## src/rtl/pc_unit.sv

```systemverilog
// pc_unit: program-counter unit for the single-cycle RV32 core.
// Holds the PC and selects the next PC internally (sequential, branch, JALR, JAL, trap).
// Includes a post-reset boot hold, stall, misaligned-target trapping and a retire counter.
// Optional feature macro: PC_HISTORY_EN adds a circular buffer of recent PCs (hist_idx/hist_pc).
module pc_unit #(
  parameter int              XLEN         = 32,
  parameter logic [XLEN-1:0] RESET_VECTOR = 32'h0000_0000,
  parameter logic [XLEN-1:0] TRAP_VECTOR  = 32'h0000_0100,
  parameter int              INC          = 4,
  parameter int              ALIGN_LOG2   = 2,
  parameter int              BOOT_CYCLES  = 2,
  parameter int              CNT_W        = 32,
  parameter int              HIST_DEPTH   = 8
) (
  input  logic                          clk,
  input  logic                          reset,
  input  logic                          en,
  input  logic [1:0]                    next_sel,
  input  logic                          branch_taken,
  input  logic [XLEN-1:0]               target,
  input  logic                          trap_req,
  output logic [XLEN-1:0]               pc_out,
  output logic [XLEN-1:0]               pc_plus_inc,
  output logic                          booting,
  output logic                          misalign_fault,
  output logic [CNT_W-1:0]              retire_cnt
`ifdef PC_HISTORY_EN
  ,
  input  logic [$clog2(HIST_DEPTH)-1:0] hist_idx,
  output logic [XLEN-1:0]               hist_pc
`endif
);

  localparam int BCW = (BOOT_CYCLES < 2) ? 1 : $clog2(BOOT_CYCLES + 1);
  localparam logic [BCW-1:0] BOOT_LAST = BCW'(BOOT_CYCLES - 1);

  typedef enum logic {
    ST_BOOT = 1'b0,
    ST_RUN  = 1'b1
  } state_t;

  localparam state_t RESET_STATE = (BOOT_CYCLES == 0) ? ST_RUN : ST_BOOT;

  state_t          r_state;
  state_t          w_stateNext;
  logic [BCW-1:0]  r_bootCnt;
  logic [BCW-1:0]  w_bootCntNext;
  logic [XLEN-1:0] r_pc;
  logic            r_fault;
  logic [CNT_W-1:0] r_retireCnt;

  logic            w_advance;
  logic            w_isJump;
  logic [XLEN-1:0] w_target;
  logic            w_misalign;
  logic [XLEN-1:0] w_pcPlusInc;
  logic [XLEN-1:0] w_nextPc;

  assign w_advance   = (r_state == ST_RUN) && en;
  assign w_pcPlusInc = r_pc + XLEN'(INC);

  // Boot sequencing: count edges in BOOT, move to RUN on the last one; RUN is terminal.
  always_comb begin
    w_stateNext   = r_state;
    w_bootCntNext = r_bootCnt;
    case (r_state)
      ST_BOOT: begin
        if (r_bootCnt == BOOT_LAST) begin
          w_stateNext = ST_RUN;
        end else begin
          w_bootCntNext = r_bootCnt + BCW'(1);
        end
      end
      default: begin
        w_stateNext = r_state;
      end
    endcase
  end

  // State register and boot counter, cleared asynchronously by reset.
  always_ff @(posedge clk or negedge reset) begin
    if (!reset) begin
      r_state   <= RESET_STATE;
      r_bootCnt <= '0;
    end else begin
      r_state   <= w_stateNext;
      r_bootCnt <= w_bootCntNext;
    end
  end

  // Decode the redirect kind; JALR clears bit 0 of the target before the alignment check.
  always_comb begin
    w_isJump = 1'b0;
    w_target = target;
    case (next_sel)
      2'b01: w_isJump = branch_taken;
      2'b10: begin
        w_isJump = 1'b1;
        w_target = target & ~XLEN'(1);
      end
      2'b11: w_isJump = 1'b1;
      default: w_isJump = 1'b0;
    endcase
  end

  assign w_misalign = w_isJump && (w_target[ALIGN_LOG2-1:0] != '0);

  // Next-PC priority: trap request, then redirect (misaligned redirect traps), then sequential.
  always_comb begin
    w_nextPc = w_pcPlusInc;
    if (trap_req) begin
      w_nextPc = TRAP_VECTOR;
    end else if (w_isJump) begin
      w_nextPc = w_misalign ? TRAP_VECTOR : w_target;
    end
  end

  // PC, fault pulse and retire counter only move on RUN edges with en high; a stall clears the fault pulse.
  always_ff @(posedge clk or negedge reset) begin
    if (!reset) begin
      r_pc        <= RESET_VECTOR;
      r_fault     <= 1'b0;
      r_retireCnt <= '0;
    end else if (w_advance) begin
      r_pc        <= w_nextPc;
      r_fault     <= !trap_req && w_misalign;
      r_retireCnt <= r_retireCnt + CNT_W'(1);
    end else begin
      r_fault     <= 1'b0;
    end
  end

`ifdef PC_HISTORY_EN
  localparam int HIST_W = $clog2(HIST_DEPTH);

  logic [XLEN-1:0]   r_hist [HIST_DEPTH];
  logic [HIST_W-1:0] r_wrPtr;
  logic [HIST_W-1:0] w_rdIdx;

  // Push the outgoing PC on every advance; the oldest entry is overwritten once the buffer is full.
  always_ff @(posedge clk or negedge reset) begin
    if (!reset) begin
      r_wrPtr <= '0;
      for (int i = 0; i < HIST_DEPTH; i++) begin
        r_hist[i] <= RESET_VECTOR;
      end
    end else if (w_advance) begin
      r_hist[r_wrPtr] <= r_pc;
      r_wrPtr         <= r_wrPtr + HIST_W'(1);
    end
  end

  assign w_rdIdx = r_wrPtr - HIST_W'(1) - hist_idx;
  assign hist_pc = r_hist[w_rdIdx];
`endif

  assign pc_out         = r_pc;
  assign pc_plus_inc    = w_pcPlusInc;
  assign booting        = (r_state == ST_BOOT);
  assign misalign_fault = r_fault;
  assign retire_cnt     = r_retireCnt;

endmodule

```

## config.mk

```make
export PLATFORM = sky130hd
export DESIGN_NAME = pc_unit
export DESIGN_NICKNAME = d
export VERILOG_FILES = /design/src/rtl/pc_unit.sv
export SDC_FILE = /design/constraint.sdc
export NUM_CORES = 1
export LEC_CHECK = 0
export ABC_AREA = 1
export CAP_MARGIN = 20
export CORE_UTILIZATION = 43
export CTS_CLUSTER_SIZE = 24
export DETAILED_ROUTE_END_ITERATION = 6
export GPL_TIMING_DRIVEN = 0
export HOLD_SLACK_MARGIN = 0.02
export PLACE_DENSITY = 0.78
export SLEW_MARGIN = 30
export SYNTH_ARGS = -nofsm -noshare
export SYNTH_HDL_FRONTEND = slang
export SYNTH_SLANG_ARGS = --single-unit
```

## constraint.sdc

```tcl
create_clock -name clk -period 1.3 [get_ports clk]
set_input_delay 0.13 -clock clk [delete_from_list [all_inputs] [get_ports clk]]
set_output_delay 0.13 -clock clk [all_outputs]
set_load 0.02 [all_outputs]
```

==> flow_metrics.env, run 1 <==
export IMPL_finalWorstSetupSlack_ns=-0.751
export IMPL_crit_path_start="pc_out[3]"
export IMPL_ir_worst_vdd_mv=0.488
export IMPL_yosys_warnings=0
export IMPL_core_area_um2=9820
export IMPL_tns_ns=-28.30
export IMPL_route_detailed_drc=0
export IMPL_cts_path_max_buffers=2
export IMPL_grt_pass1_wl_um=24200
export IMPL_cts_buffers_inserted=9
export IMPL_violations="negative setup slack"
export IMPL_reg2reg_to="pc_out[20]"
export IMPL_finalPower_mw=6.41
export IMPL_via_per_inst=5.36
export IMPL_internal_power_mw=4.06
export IMPL_synth_yosys_seq_area_share=0.389
export IMPL_first_iter_violations=400
export IMPL_rows=36
export IMPL_clock_latency_ns=0.36
export IMPL_grt_pass1_vias=5154
export IMPL_r2r_cells=14
export IMPL_syn2layout_area_growth_pct=73.0
export IMPL_hold_class="input port to asynchronous set/reset pin"
export IMPL_synth_distinct_cells=31
export IMPL_vias=5504
export IMPL_p_seq_frac=0.402
export IMPL_grt_remaining_overflow=0
export IMPL_hold_viol_final=0
export IMPL_netlist_area_um2=4380
export IMPL_io_buffers=136
export IMPL_status="complete, but fails checks"
export IMPL_final_layout_size_suffix_gt1_frac=0.429
export IMPL_ys_ff_latch=68
export IMPL_p_leak_nw=3.67
export IMPL_gp_congestion=0.902
export IMPL_drt_wl_total_um=17600
export IMPL_p_sw_mw=2.35
export IMPL_track_usage=0.297
export IMPL_drt_first_pass_iters=6
export IMPL_antenna_found_initial=0
export IMPL_worstSetupStartpointType="register"
export IMPL_dieArea_um2=10600
export IMPL_swShare=0.367
export IMPL_dp_final_hpwl_um=9900
export IMPL_reg2reg_from="pc_out[3]"
export IMPL_io_pins=137
export IMPL_endpoint_kind="output port"
export IMPL_worstPathMaxFanout=4
export IMPL_crit_arrival_ns=1.92
export IMPL_die_x_um=103
export IMPL_grt_max_degree=37
export IMPL_worst_setup_path_type="register to output port"
export IMPL_worst_pin_slew_ns=0.690
export IMPL_nets=930
export IMPL_clockPowerShare=0.270
export IMPL_synth_nets=685
export IMPL_die_height_um=103
export IMPL_p_comb_frac=0.328
export IMPL_h_tree_depth=3
export IMPL_final_antenna_net_count=0
export IMPL_syn_avg_cell_area_um2=6.80
export IMPL_worstPathRequired_ns=1.17
export IMPL_rsz0062_at_grt="true"
export IMPL_wl_per_cell_um=17.2
export IMPL_finalCriticalPeriod_ns=2.05
export IMPL_finalSetupViolCount=83
export IMPL_antennaDiodeCount=0
export IMPL_power_density_nw_per_um2=846
export IMPL_fmax_ghz=0.487
export IMPL_finalCritPeriodShare=1.58
export IMPL_clkTransAtPathRegs_ns=0.09
export IMPL_cap_violations=0
export IMPL_cts_root_buf="clkbuf_8"
export IMPL_drv_slew=0
export IMPL_fin_skew_ns=0.0112
export IMPL_cts_sinks=68
export IMPL_start_util=0.446
export IMPL_r2r_setup_slack_ns=-0.69
export IMPL_cts_tree="done"
export IMPL_synthCells=643
export IMPL_max_slew_margin=0.540
## per-layer routing
layer  GRT usage  share of wire  vias to the layer above
met5           0              0                        -
met4       0.139          0.039                        0
met3      0.0454          0.090                       76
met2       0.535           0.51                      349
met1       0.347           0.36                     2589
li1            -              -                     2490
## critical path, cell delays in order (launching register included)
cell	delay (ns)
dfrtp_2	0.42
ha_4	0.17
nand2_4	0.06
nor2_4	0.17
buf_12	0.13
nand2_4	0.06
nor2_4	0.15
nand2_1	0.10
nand2_2	0.09
nand2_2	0.06
buf_6	0.13
## synth_stat cells
library cell  count  area [µm²]
nand2_1         226         848
ha_1              3        37.5
inv_2             1        3.75
a21boi_0          2        15.0
nor3_1            8        40.0
buf_1             3        11.3
or2_2             2        12.5
nor2_4            9         101
o211ai_1          4        30.0
nand2_4           3        33.8
and2_1            2        12.5
dfrtp_1          68        1700
buf_2             3        15.0
nand2_2           6        37.5
o21ai_1          13        65.1
nand3b_1          5        37.5
nor2_1          100         375
nor2_2            8        50.1
o21ai_0          22         110
inv_1            66         248
buf_4             2        15.0
nand3_2           2        20.0
xnor2_1          12         105
a21oi_4           1        16.3
clkbuf_1          5        18.8
o22ai_1           3        18.8
nand3_1          41         205
xor2_1           16         140
nand4_1           4        25.0
nor3_2            2        20.0
a21oi_1           1        5.00
## power by group through the flow
stage / sequential (mW) / combinational (mW) / clock, mW
finish: 2.58 / 2.10 / 1.73
global route: 2.59 / 2.22 / 1.81
CTS: 2.54 / 1.89 / 1.68
detailed placement: 2.60 / 1.63 / 0
global placement: 2.60 / 1.60 / 0
floorplan: 2.75 / 0.657 / 0
## registers in the layout, summed over array words and instances, names as in the netlist
register        cells
r_bootCnt           2
misalign_fault      1
retire_cnt         32
r_state             1
pc_out             32
## layout make-up
cell class	instances	area [µm²]
Multi-Input combinational cell	496	3010
Inverter	67	255
Buffer	12	68.8
Fill cell	686	2250
Clock buffer	10	138
Sequential cell	68	1750
Timing Repair Buffer	234	2130
Tap cell	133	166
Clock inverter	6	47.5
## worst max-delay path by stage
stage / depth (start not counted) / to
floorplan: 7 / pc_out[15]
global placement: 1 / retire_cnt[16]
detailed placement: 8 / pc_plus_inc[30]
CTS: 7 / pc_plus_inc[25]
global route: 10 / pc_plus_inc[24]
finish: 10 / pc_plus_inc[24]
## through the flow
stage	std cells	cell area, µm²	util	hold slack, ns	setup WS (ns)
floorplan	643	4570	-	-0.166	-0.228
global placement	912	6090	0.621	0.462	-2.45
detailed placement	913	6110	0.622	0.118	-0.842
CTS	997	7070	0.720	0.284	-0.654
global route	1026	7570	0.771	0.320	-0.799
finish	1026	7570	0.771	0.268	-0.751
## cell usage in the layout (no fill, tap or decap), drive strengths merged
cell type,netlist,final
nand3b,5,5
inv,67,68
nand3,43,43
clkdlybuf4s50,0,36
nand4,4,4
nand2,235,236
ha,3,3
xnor2,12,12
xor2,16,16
clkbuf,5,26
o22ai,3,3
nor2,117,117
a21oi,2,2
o21ai,35,35
o211ai,4,4
dlygate4sd3,0,1
or2,2,2
nor3,10,10
and2,2,2
clkinvlp,0,5
dlygate4sd2,0,31
a21boi,2,2
buf,8,149
dfrtp,68,68
clkdlybuf4s15,0,13
## logic make-up (layout without fill, tap and decap cells)
| kind of cell | count (synthesis) | count (layout) | share of synthesized area |
|---|---|---|---|
| buffers and inverters | 80 | 329 | 0.0712 |
| AO/OA/AOI/OAI | 46 | 46 | 0.0595 |
| flip-flops | 68 | 68 | 0.389 |
| XOR/XNOR | 28 | 28 | 0.0560 |
| AND/OR/NAND/NOR | 418 | 419 | 0.416 |
| adder cells (fa/ha/maj) | 3 | 3 | 0.00858 |
## what timing repair did
item                                    CTS  global route
gates resized for setup                 371           145
pin swaps                                69            54
buffers inserted                         68            33
hold buffers                              1             0
endpoints found under the setup margin  150           113
endpoints found under the hold margin    35             0
cloned                                    1             0
(Power assumes the default switching activity.)
==> run 2, diff against run 1 <==
Settings changed: GPL_TIMING_DRIVEN 0 to 1, HOLD_SLACK_MARGIN 0.02 to not set, REMOVE_ABC_BUFFERS set to 1.
==> run 2 against run 1 <==
  * The flow still finishes with violations (negative setup slack)
  * Global-route usage increased by 4.1 points
  * Setup slack better by 0.0064 ns
  * Cell area increased by 7.9%
  * Critical path depth shrank 2
  * Routed wire length up 17%
  * Non-clock buffer count is 56 higher
  * Clock skew grew 0.0021 ns
  * Fmax is 0.31% higher
  * Via count up 9.6%
  * First-iteration DRC count grew 36%
  * Clock power rose by 34%
  * Count of clock-buffer cells in the layout unchanged
  * Critical endpoint is now pc_plus_inc[22]
==> flow_metrics.env, run 2 (synthesis results as in run 1) <==
export IMPL_route_detailed_drc=0
export IMPL_io_buffers=136
export IMPL_worstPathRequired_ns=1.17
export IMPL_rows=36
export IMPL_topRoutingLayerUsed="met4"
export IMPL_worst_pin_slew_ns=0.398
export IMPL_reg2reg_from="pc_out[3]"
export IMPL_met3_length_um=1840
export IMPL_status="complete, but fails checks"
export IMPL_die_height_um=103
export IMPL_vias=6032
export IMPL_start_util=0.446
export IMPL_reg2reg_to="pc_out[14]"
export IMPL_r2r_setup_slack_ns=-0.57
export IMPL_wl_met1_um=7400
export IMPL_fin_util=0.832
export IMPL_hold_viol_final=0
export IMPL_final_cells=1081
export IMPL_clkTransAtPathRegs_ns=0.09
export IMPL_finalCritPeriodShare=1.57
export IMPL_grt_remaining_overflow=0
export IMPL_cts_path_max_buffers=2
export IMPL_p_leak_nw=4.14
export IMPL_cap_violations=0
export IMPL_hold_class="input port to asynchronous set/reset pin"
export IMPL_worstPathMaxFanout=3
export IMPL_cts_sinks=68
export IMPL_antennaDiodeCount=0
export IMPL_drt_wl_total_um=20700
export IMPL_r2r_cells=10
export IMPL_wl_met2_um=10000
export IMPL_endpoint_kind="output port"
export IMPL_h_tree_depth=3
export IMPL_finalWorstSetupSlack_ns=-0.745
export IMPL_dp_final_hpwl_um=10500
export IMPL_layout_common_cells="nand2_1 (170), buf_4 (115), buf_6 (86)"
export IMPL_grt_max_degree=69
export IMPL_nets=985
export IMPL_finalPower_mw=7.68
export IMPL_worst_setup_path_type="register to output port"
export IMPL_cts_root_buf="clkbuf_8"
export IMPL_wl_per_cell_um=19.1
export IMPL_violations="negative setup slack"
export IMPL_gp_congestion=0.922
export IMPL_clock_latency_ns=0.36
export IMPL_rsz0062_at_grt="true"
export IMPL_cts_buffers_inserted=9
export IMPL_dp_cells=1011
export IMPL_cts_tree="done"
export IMPL_syn2layout_area_growth_pct=86.7
export IMPL_max_slew_margin=0.735
export IMPL_crit_arrival_ns=1.92
export IMPL_fin_skew_ns=0.0133
export IMPL_core_area_um2=9820
export IMPL_finalSetupViolCount=89
export IMPL_finalCriticalPeriod_ns=2.05
export IMPL_via_per_inst=5.58
export IMPL_final_layout_size_suffix_gt1_frac=0.479
export IMPL_antenna_found_initial=0
export IMPL_worstSetupStartpointType="register"
export IMPL_grt_pass1_vias=5634
export IMPL_fmax_ghz=0.489
export IMPL_drv_slew=0
export IMPL_track_usage=0.339
export IMPL_tns_ns=-31.66
export IMPL_first_iter_violations=545
export IMPL_drt_first_pass_iters=6
export IMPL_dieArea_um2=10600
export IMPL_die_x_um=103
export IMPL_final_antenna_net_count=0
export IMPL_ir_worst_vdd_mv=0.932
export IMPL_io_pins=137
export IMPL_power_density_nw_per_um2=940
export IMPL_final_common_cell="nand2_1"
export IMPL_grt_pass1_wl_um=27300
[run 2: cell count changes in the layout (fill, tap and decap cells not counted), moves of 5 or more]
cell and change:
buf_4 +42, nor2_1 -5, dfrtp_1 +34, clkdlybuf4s15_1 -9, dlygate4sd2_1 -17, buf_2 +20, nor2_4 +6, buf_6 +23
dfrtp_2 -34
[run 2: how the worst max path moves through the flow]
stage	to	from	cells past startpoint	slack [ns]
after floorplan	pc_out[10]	pc_out[3]	7	-0.41
after global placement	pc_plus_inc[24]	pc_out[2]	8	-0.69
after detailed placement	pc_plus_inc[24]	pc_out[3]	8	-0.76
after CTS	pc_plus_inc[28]	pc_out[3]	9	-0.63
after global routing	pc_plus_inc[25]	pc_out[7]	7	-0.83
final	pc_plus_inc[22]	pc_out[3]	8	-0.75
[run 2: worst max-delay path, stage by stage (launching register included)]
cell and delay, ns:
dfrtp_1 0.41, ha_2 0.21, nand2_2 0.08, nor2_4 0.17, buf_4 0.14, buf_6 0.09
nand3_1 0.13, nand2_1 0.15, buf_4 0.16
[run 2: layout make-up]
type / count / area, µm²
Clock buffer: 10 / 138
Clock inverter: 6 / 111
Tap cell: 133 / 166
Inverter: 67 / 256
Timing Repair Buffer: 302 / 2680
Fill cell: 517 / 1650
Multi-Input combinational cell: 495 / 3110
Sequential cell: 68 / 1710
[run 2: through the flow]
stage	hold WS (ns)	area, µm²	worst slack [ns]
floorplan	-0.166	4320	-0.413
global placement	0.183	6730	-0.692
detailed placement	0.186	6730	-0.760
CTS	0.346	7610	-0.629
global route	0.354	8170	-0.825
finish	0.296	8170	-0.745
[run 2: metal layers]
layer | vias up | global-route usage
met5 | - | 0
met4 | 0 | 0.181
met3 | 147 | 0.0522
met2 | 464 | 0.592
met1 | 2822 | 0.400
li1 | 2599 | -
[run 2: repair_timing]
action | CTS | global route
gates resized for setup | 474 | 208
pin swaps | 41 | 74
endpoints found under the hold margin | 68 | 0
setup buffers | 31 | 35
gates cloned | 1 | 0
setup endpoints to repair | 153 | 131
hold buffers | 1 | 0
[run 2: where the power goes]
part           internal [mW]  switching [mW]
Sequential              2.29           0.242
Combinational           1.40            1.44
Clock                   1.33           0.978
Total                   5.02            2.66
==> run 3, diff against run 2 <==
Settings changed: CAP_MARGIN 20 to not set, GPL_ROUTABILITY_DRIVEN set to 0.
==> run 3 against run 2 <==
  * The run still ends with negative setup slack left
  * Sequential share of layout area up 0.81 points
  * Clock power down 18%
  * Setup slack worse by 0.035 ns
  * Global-route usage down 3.1 points
  * Sequential power about the same
  * Largest power group is now registers
==> flow_metrics.env, run 3 (synthesis results as in run 1) <==
export IMPL_endpoint_kind="output port"
export IMPL_drt_wl_total_um=19700
export IMPL_finalCriticalPeriod_ns=2.08
export IMPL_grt_pass1_vias=5384
export IMPL_antenna_found_initial=0
export IMPL_clock_latency_ns=0.37
export IMPL_grt_remaining_overflow=0
export IMPL_grt_max_degree=69
export IMPL_swShare=0.358
export IMPL_h_tree_depth=3
export IMPL_finalSetupViolCount=99
export IMPL_cts_buffers_inserted=9
export IMPL_p_seq_frac=0.367
export IMPL_wl_met2_um=9520
export IMPL_core_area_um2=9820
export IMPL_die_height_um=103
export IMPL_io_buffers=136
export IMPL_p_sw_mw=2.49
export IMPL_track_usage=0.308
export IMPL_cap_violations=0
export IMPL_drv_slew=0
export IMPL_layout_common_cells="nand2_1 (184), buf_4 (119), nor2_1 (82)"
export IMPL_grt_pass1_wl_um=25100
export IMPL_nFillCells=601
export IMPL_status="complete, but fails checks"
export IMPL_rows=36
export IMPL_regArea_um2=1710
export IMPL_route_detailed_drc=0
export IMPL_worstSetupStartpointType="register"
export IMPL_crit_arrival_ns=1.95
export IMPL_worst_pin_slew_ns=0.381
export IMPL_worst_setup_path_type="register to output port"
export IMPL_max_slew_margin=0.746
export IMPL_wl_per_cell_um=18.3
export IMPL_finalCritPeriodShare=1.60
export IMPL_fmax_ghz=0.481
export IMPL_drt_first_pass_iters=6
export IMPL_via_per_inst=5.43
export IMPL_violations="negative setup slack"
export IMPL_clockPowerShare=0.273
export IMPL_met3_length_um=1680
export IMPL_die_x_um=103
export IMPL_hold_viol_final=0
export IMPL_r2r_setup_slack_ns=-0.61
export IMPL_fin_skew_ns=0.0114
export IMPL_nets=980
export IMPL_worstPathMaxFanout=3
export IMPL_max_stage_delay_ns=0.44
export IMPL_ir_worst_vdd_mv=0.531
export IMPL_dp_final_hpwl_um=10300
export IMPL_cts_path_max_buffers=2
export IMPL_cts_root_buf="clkbuf_8"
export IMPL_rsz0062_at_grt="true"
export IMPL_hold_class="input port to asynchronous set/reset pin"
export IMPL_p_comb_frac=0.360
export IMPL_multi_input_area_um2=2870
export IMPL_reg2reg_from="pc_out[12]"
export IMPL_antennaDiodeCount=0
export IMPL_clkTransAtPathRegs_ns=0.09
export IMPL_final_antenna_net_count=0
export IMPL_start_util=0.446
export IMPL_cp_cell_sequence="nand2_1 -> nor2_1 -> nand2_1 -> nor2_1 -> nand2_1 -> nand2_1 -> nand2_1 -> buf_6"
export IMPL_fin_util=0.800
export IMPL_power_density_nw_per_um2=884
export IMPL_p_leak_nw=3.99
export IMPL_internal_power_mw=4.46
export IMPL_vias=5848
export IMPL_cts_tree="done"
export IMPL_final_common_cell="nand2_1"
export IMPL_cts_sinks=68
export IMPL_io_pins=137
export IMPL_cpMostUsedCell="nand2_1"
export IMPL_worstPathRequired_ns=1.17
export IMPL_r2r_cells=12
export IMPL_reg2reg_to="pc_out[24]"
export IMPL_wl_met1_um=7040
export IMPL_dieArea_um2=10600
export IMPL_slowest_stage="dfrtp_1"
export IMPL_pre_cts_slack_ns=-0.748
export IMPL_finalWorstSetupSlack_ns=-0.780
export IMPL_syn2layout_area_growth_pct=79.5
export IMPL_topRoutingLayerUsed="met5"
export IMPL_first_iter_violations=478
export IMPL_final_layout_size_suffix_gt1_frac=0.424
==> run 3: layout make-up <==
| cell class | count | share of cell area |
|---|---|---|
| multi-input cells | 495 | 0.366 |
| inverters | 67 | 0.0327 |
| clock inverters | 4 | 0.00605 |
| flip-flops and latches | 68 | 0.218 |
| clock buffers | 12 | 0.0198 |
| well taps | 133 | 0.0212 |
| repair buffers | 297 | 0.337 |
==> run 3: worst max-delay path by stage <==
stage	end	slack [ns]	start
5_1_grt	pc_plus_inc[22]	-0.81	pc_out[11]
2_1_floorplan	pc_out[10]	-0.41	pc_out[3]
3_5_place_dp	pc_plus_inc[26]	-0.75	pc_out[2]
4_1_cts	pc_plus_inc[27]	-0.60	pc_out[3]
6_report	pc_plus_inc[22]	-0.78	pc_out[11]
3_3_place_gp	pc_plus_inc[24]	-0.69	pc_out[2]
==> run 3: what timing repair did <==
item,in CTS,in global routing
pin swaps,59,67
gates cloned,1,0
endpoints found under the hold margin,68,0
setup buffers,34,33
setup endpoints to repair,148,124
resized for setup,443,153
hold buffers,1,0
==> run 3: routing by layer <==
layer / global-route usage / up-vias
li1: - / 2590
met1: 0.373 / 2756
met2: 0.527 / 368
met3: 0.0441 / 132
met4: 0.172 / 2
met5: 0 / -
==> run 3: per-stage QoR <==
stage          instance area (µm²)  hold slack (ns)  setup TNS [ns]  std cells  total power, mW
2_1_floorplan                 4320           -0.166          -16.54        630             3.28
4_1_cts                       7450            0.338          -20.96       1053             6.52
3_5_place_dp                  6660            0.184          -33.43       1004             4.52
5_1_grt                       7850            0.369          -37.58       1076             7.14
3_3_place_gp                  6660            0.180          -31.10       1004             4.46
6_report                      7850            0.321          -32.19       1076             6.95
==> run 3: critical path, delay by kind of cell (launching register included) <==
family	cells	cell delay [ns]
buf+inv	1	0.14
simple gates	7	1.00
flops	1	0.44
==> run 3: power by group through the flow <==
stage                     logic, mW  registers, mW  clock network (mW)
final                          2.50           2.55                1.90
after global routing           2.62           2.56                1.96
after CTS                      2.25           2.43                1.84
after detailed placement       2.05           2.46                   0
after global placement         2.01           2.45                   0
after floorplan               0.577           2.71                   0
